===== src/rtl/exu_bjp_resolve_pkg.sv =====
// Shared widths, state encoding and fall-through increments for the B/J resolution unit.
package exu_bjp_resolve_pkg;

    localparam int PC_SIZE     = 32;
    localparam int XLEN        = 32;
    localparam int PERF_CNT_W  = 32;

    typedef enum logic {
        BJP_RSLV_IDLE  = 1'b0,
        BJP_RSLV_FLUSH = 1'b1
    } bjp_rslv_state_e;

    localparam logic [PC_SIZE-1:0] PC_INCR_32 = PC_SIZE'(4);
    localparam logic [PC_SIZE-1:0] PC_INCR_16 = PC_SIZE'(2);

    function automatic logic [PC_SIZE-1:0] fallthru_incr(input logic rv32);
        return rv32 ? PC_INCR_32 : PC_INCR_16;
    endfunction

endpackage


===== src/rtl/exu_bjp_perf_cnt.sv =====
// Wrapping B/J and mispredict event counters.
// Compiled only when SIMPLECORE_BJP_PERF_CNT_EN is defined.
`ifdef SIMPLECORE_BJP_PERF_CNT_EN
module exu_bjp_perf_cnt
    import exu_bjp_resolve_pkg::*;
(
    input  logic                  i_clk,
    input  logic                  i_rst_n,
    input  logic                  i_bjp_evt,
    input  logic                  i_mis_evt,
    output logic [PERF_CNT_W-1:0] o_bjp_cnt,
    output logic [PERF_CNT_W-1:0] o_mispred_cnt
);

    logic [PERF_CNT_W-1:0] w_bjp_cnt_nxt;
    logic [PERF_CNT_W-1:0] w_mispred_cnt_nxt;

    // Natural modular add gives the 0xFFFFFFFF -> 0 wrap.
    assign w_bjp_cnt_nxt     = o_bjp_cnt + PERF_CNT_W'(1);
    assign w_mispred_cnt_nxt = o_mispred_cnt + PERF_CNT_W'(1);

    sirv_gnrl_dfflr #(.DW(PERF_CNT_W)) u_bjp_dff (
        .i_clk   (i_clk),
        .i_rst_n (i_rst_n),
        .i_lden  (i_bjp_evt),
        .i_dnxt  (w_bjp_cnt_nxt),
        .o_qout  (o_bjp_cnt)
    );

    sirv_gnrl_dfflr #(.DW(PERF_CNT_W)) u_mispred_dff (
        .i_clk   (i_clk),
        .i_rst_n (i_rst_n),
        .i_lden  (i_mis_evt),
        .i_dnxt  (w_mispred_cnt_nxt),
        .o_qout  (o_mispred_cnt)
    );

endmodule
`endif


===== src/rtl/sirv_gnrl_dfflr.sv =====
// Generic flop with load enable and asynchronous active-low reset to zero.
module sirv_gnrl_dfflr #(
    parameter int DW = 32
) (
    input  logic          i_clk,
    input  logic          i_rst_n,
    input  logic          i_lden,
    input  logic [DW-1:0] i_dnxt,
    output logic [DW-1:0] o_qout
);

    logic [DW-1:0] r_qout;

    always_ff @(posedge i_clk or negedge i_rst_n) begin
        if (!i_rst_n) begin
            r_qout <= '0;
        end else if (i_lden) begin
            r_qout <= i_dnxt;
        end
    end

    assign o_qout = r_qout;

endmodule


===== src/rtl/exu_bjp_resolve.sv =====
// Commit-stage branch/jump resolution: registered flush/redirect request to the IFU.
// Optional perf counters enabled by SIMPLECORE_BJP_PERF_CNT_EN.
module exu_bjp_resolve
    import exu_bjp_resolve_pkg::*;
(
    input  logic               clk,
    input  logic               rst_n,
    input  logic               cmt_i_valid,
    output logic               cmt_i_ready,
    input  logic [PC_SIZE-1:0] cmt_i_pc,
    input  logic               cmt_i_rv32,
    input  logic               cmt_i_bjp,
    input  logic               cmt_i_bjp_prdt,
    input  logic               cmt_i_bjp_rslv,
    input  logic [XLEN-1:0]    cmt_i_imm,
    output logic               flush_req,
    input  logic               flush_ack,
    output logic [PC_SIZE-1:0] flush_add_op1,
    output logic [PC_SIZE-1:0] flush_add_op2
`ifdef SIMPLECORE_BJP_PERF_CNT_EN
   ,output logic [PERF_CNT_W-1:0] bjp_cnt
   ,output logic [PERF_CNT_W-1:0] mispred_cnt
`endif
);

    bjp_rslv_state_e    r_state;
    bjp_rslv_state_e    w_state_nxt;
    logic               w_state_q;
    logic               w_state_ena;
    logic               w_idle;
    logic               w_accept;
    logic               w_mis;
    logic [PC_SIZE-1:0] w_op2_nxt;

    assign r_state  = bjp_rslv_state_e'(w_state_q);
    assign w_idle   = (r_state == BJP_RSLV_IDLE);

    // Outputs depend on registered state only; no input-to-output path.
    assign cmt_i_ready = w_idle;
    assign flush_req   = ~w_idle;

    assign w_accept = cmt_i_valid & w_idle;
    assign w_mis    = w_accept & cmt_i_bjp & (cmt_i_bjp_prdt ^ cmt_i_bjp_rslv);

    always_comb begin
        w_state_nxt = r_state;
        case (r_state)
            BJP_RSLV_IDLE:  if (w_mis)     w_state_nxt = BJP_RSLV_FLUSH;
            BJP_RSLV_FLUSH: if (flush_ack) w_state_nxt = BJP_RSLV_IDLE;
            default:                       w_state_nxt = BJP_RSLV_IDLE;
        endcase
    end

    assign w_state_ena = (w_state_nxt != r_state);

    sirv_gnrl_dfflr #(.DW(1)) u_state_dff (
        .i_clk   (clk),
        .i_rst_n (rst_n),
        .i_lden  (w_state_ena),
        .i_dnxt  (w_state_nxt),
        .o_qout  (w_state_q)
    );

    // Resolved taken -> branch target offset; resolved not-taken -> fall-through size.
    assign w_op2_nxt = cmt_i_bjp_rslv ? cmt_i_imm[PC_SIZE-1:0] : fallthru_incr(cmt_i_rv32);

    sirv_gnrl_dfflr #(.DW(PC_SIZE)) u_op1_dff (
        .i_clk   (clk),
        .i_rst_n (rst_n),
        .i_lden  (w_mis),
        .i_dnxt  (cmt_i_pc),
        .o_qout  (flush_add_op1)
    );

    sirv_gnrl_dfflr #(.DW(PC_SIZE)) u_op2_dff (
        .i_clk   (clk),
        .i_rst_n (rst_n),
        .i_lden  (w_mis),
        .i_dnxt  (w_op2_nxt),
        .o_qout  (flush_add_op2)
    );

`ifdef SIMPLECORE_BJP_PERF_CNT_EN
    logic w_bjp_evt;

    assign w_bjp_evt = w_accept & cmt_i_bjp;

    exu_bjp_perf_cnt u_perf_cnt (
        .i_clk         (clk),
        .i_rst_n       (rst_n),
        .i_bjp_evt     (w_bjp_evt),
        .i_mis_evt     (w_mis),
        .o_bjp_cnt     (bjp_cnt),
        .o_mispred_cnt (mispred_cnt)
    );
`endif

endmodule


===== config.mk =====
export PLATFORM = sky130hd
export DESIGN_NAME = exu_bjp_resolve
export DESIGN_NICKNAME = d
export VERILOG_FILES = /design/src/rtl/exu_bjp_resolve_pkg.sv /design/src/rtl/exu_bjp_perf_cnt.sv /design/src/rtl/sirv_gnrl_dfflr.sv /design/src/rtl/exu_bjp_resolve.sv
export SDC_FILE = /design/constraint.sdc
export NUM_CORES = 1
export LEC_CHECK = 0
export ABC_AREA = 1
export CAP_MARGIN = 20
export CORE_MARGIN = 2
export CORE_UTILIZATION = 65
export DETAILED_ROUTE_END_ITERATION = 10
export DONT_BUFFER_PORTS = 1
export GPL_TIMING_DRIVEN = 0
export PLACE_DENSITY = 0.8
export SETUP_SLACK_MARGIN = 0.2
export SYNTH_ARGS = -nofsm -noshare
export SYNTH_HDL_FRONTEND = slang
export SYNTH_SLANG_ARGS = --single-unit

===== constraint.sdc =====
create_clock -name clk -period 1.65 [get_ports clk]
set_input_delay 0.33 -clock clk [delete_from_list [all_inputs] [get_ports clk]]
set_output_delay 0.33 -clock clk [all_outputs]
set_load 0.03 [all_outputs]

==> metrics <==
Critical Path RT 1320 ps; grt total ovfl 0; highest metal used met4; width of the die ~68 um; TritonCTS clock tree done; H-tree levels 3; post-synth top area cell dfrtp_1; DR iter-0 viols 213; asr flop ratio synth 1.00; top post-synthesis cells by count nand2_1 (135), dfrtp_1 (65), nand3_1 (64); postcts setup bufs 0; synthesized cell area 2630 um2; worst hold slack -320 ps; drc violations 0; post-DP HPWL 4320 um; IO Port Bufs 0; top-count cell post-synth nand2_1; Sequential Area 1630 um2; Max-slew headroom 0.713; WL met3 670 um; main flop type after synthesis dfrtp_1; Die Y-Extent 67.6 um; Seq/Total Area, Yosys 0.619; initial antenna violation count 0; Worst Path Buf+Inv 1; Fin. Hold Viols 65; Final Skew 2.55 ps; Static Leakage 1.61 nW; vias in the first global route 1901; gpl congestion 0.729; Hold Crit Class input pin to asynchronous set/reset pin; failing checks negative hold slack; crit-path cells inv_1; max_cap viols 0; Nets 376; first-pass GRT wire length 9160 um; Tot GR Track Use 0.281; IO Pins 138; YS warnings 0; Pint 2.86 mW; status complete, but fails checks; largest net degree at the start of global routing 66; worst skew pair latency 340 ps; M1 wire length 2180 um; met2 WL 3120 um; filler instances 305; largest fanout on the critical path 3; Peak supply drop between 800 and 900 uV; vias per cell 5.66; unrepaired setup endpoints after global routing true; Synth area leaders dfrtp_1 (62%), nand2_1 (19%), nand3_1 (12%); core box area about 3900 um2; Tot Pwr ~4.6 mW; Die Area 4570 um2; sequential share of power 0.613; Arr. time, crit path roughly 1100 ps; Top Family by Delay on Critical Path flip-flops; critical path capture point type output pin; Root Buffer clkbuf_8; Setup Viol. Count Final 0; vias post-DR 2031; cells after synthesis 293; clk sinks 65; flops & latches, synth 65; Yosys cell types 10; number of diodes 0; Slew Viols, Final 0; Pre-antenna DRT Iters 4; Peak Freq 713 MHz; share of cells above drive strength 1 0.117; switching portion of total power 0.379; Post-DRT Antenna Nets 0; Clock transition at path regs about 70 ps; setup_tns 0 ps; combinational power share 0.091; total CTS buffers 9; PwrDens approximately 1600 nW/um2; Avg Cell Area, Syn 8.97 um2; min Tclk post-route 1400 ps; Clock Path Buffers 2; routed len/inst 16.9 um; area grow syn2layout 10.7%; cell at the slowest stage of the critical path dfrtp_2; Syn Nets 365; WS Path Type flip-flop to output pin; critical path launch point type flip-flop; area of the multi-input gates 853 um2; Total Routed Length 6080 um; EDFF count, synth 0; row count 23; Synth top area share 0.619; switching pwr 1.74 mW; period utilisation layout 0.850; Slew @ Worst Pin approximately 430 ps; clock group share of total power 0.296; Initial Util 0.667; CP max stage delay 490 ps
==> layout by cell type (no fill, tap or decap), drive strengths merged <==
cell type  instances
dfrtp             65
o21ai              2
inv                4
clkinv             1
clkbuf            20
nor2               1
nand3             64
nand2            137
buf               15
==> what timing repair did <==
item | in CTS | in global routing
endpoints found under the hold margin | 65 | 65
setup endpoints to repair | 27 | 59
resized for setup | 1 | 2
==> sequential cells by signal, indices dropped and copies added (netlist names) <==
| register | cells |
|---|---|
| u_state_dff.o_qout | 1 |
| u_op2_dff.o_qout | 32 |
| u_op1_dff.o_qout | 32 |
==> cell families (layout without fill, tap and decap cells) <==
logic type | Yosys count | after routing | share of synthesized area
buffers and inverters | 24 | 40 | 0.0566
flip-flops | 65 | 65 | 0.619
AND/OR/NAND/NOR | 202 | 202 | 0.321
AO/OA/AOI/OAI | 2 | 2 | 0.00381
==> per-layer routing <==
metal	up-vias	GRT usage
li1	948	-
met1	962	0.332
met2	109	0.458
met3	12	0.110
met4	0	0.115
met5	-	0
==> cell type report <==
type | instances | share of cell area
Multi-Input combinational cell | 204 | 0.293
Buffer | 20 | 0.0477
Sequential cell | 65 | 0.560
Inverter | 4 | 0.00516
Clock inverter | 1 | 0.00172
Clock buffer | 15 | 0.0710
Tap cell | 50 | 0.0215
==> power by group through the flow <==
stage | clock network [mW] | logic, mW | registers (mW)
after CTS | 1.36 | 0.426 | 2.82
after global placement | 0 | 0.387 | 2.83
after detailed placement | 0 | 0.427 | 2.84
after global routing | 1.45 | 0.503 | 2.86
after floorplan | 0 | 0.340 | 2.77
final | 1.36 | 0.421 | 2.82
==> stage by stage <==
stage               cells   util  instance area, um2  setup WS (ps)  hold slack [ps]
finish                359  0.738                2910            248             -320
global route          359  0.738                2910            180             -335
CTS                   359  0.737                2900            218             -318
detailed placement    343  0.683                2690            186             35.8
global placement      343  0.683                2690            220             35.7
floorplan             293      -                2630            401             34.4
==> worst paths after layout <==
| check | to | from | cells after the start | slack [ps] |
|---|---|---|---|---|
| worst max register to register | u_op2_dff.o_qout[25] | u_state_dff.o_qout | 5 | 250 |
| worst min register to register | u_op2_dff.o_qout[23] | u_op2_dff.o_qout[23] | 2 | 670 |
| worst min-delay path | u_op2_dff.o_qout[23] | rst_n | 0 | -320 |
| max in group asynchronous | u_state_dff.o_qout | rst_n | 0 | 1860 |
| worst max-delay path | cmt_i_ready | u_state_dff.o_qout | 1 | 250 |
| min in group clk | u_state_dff.o_qout | flush_ack | 1 | 90 |
No activity file was read; power rests on OpenSTA's default activity.
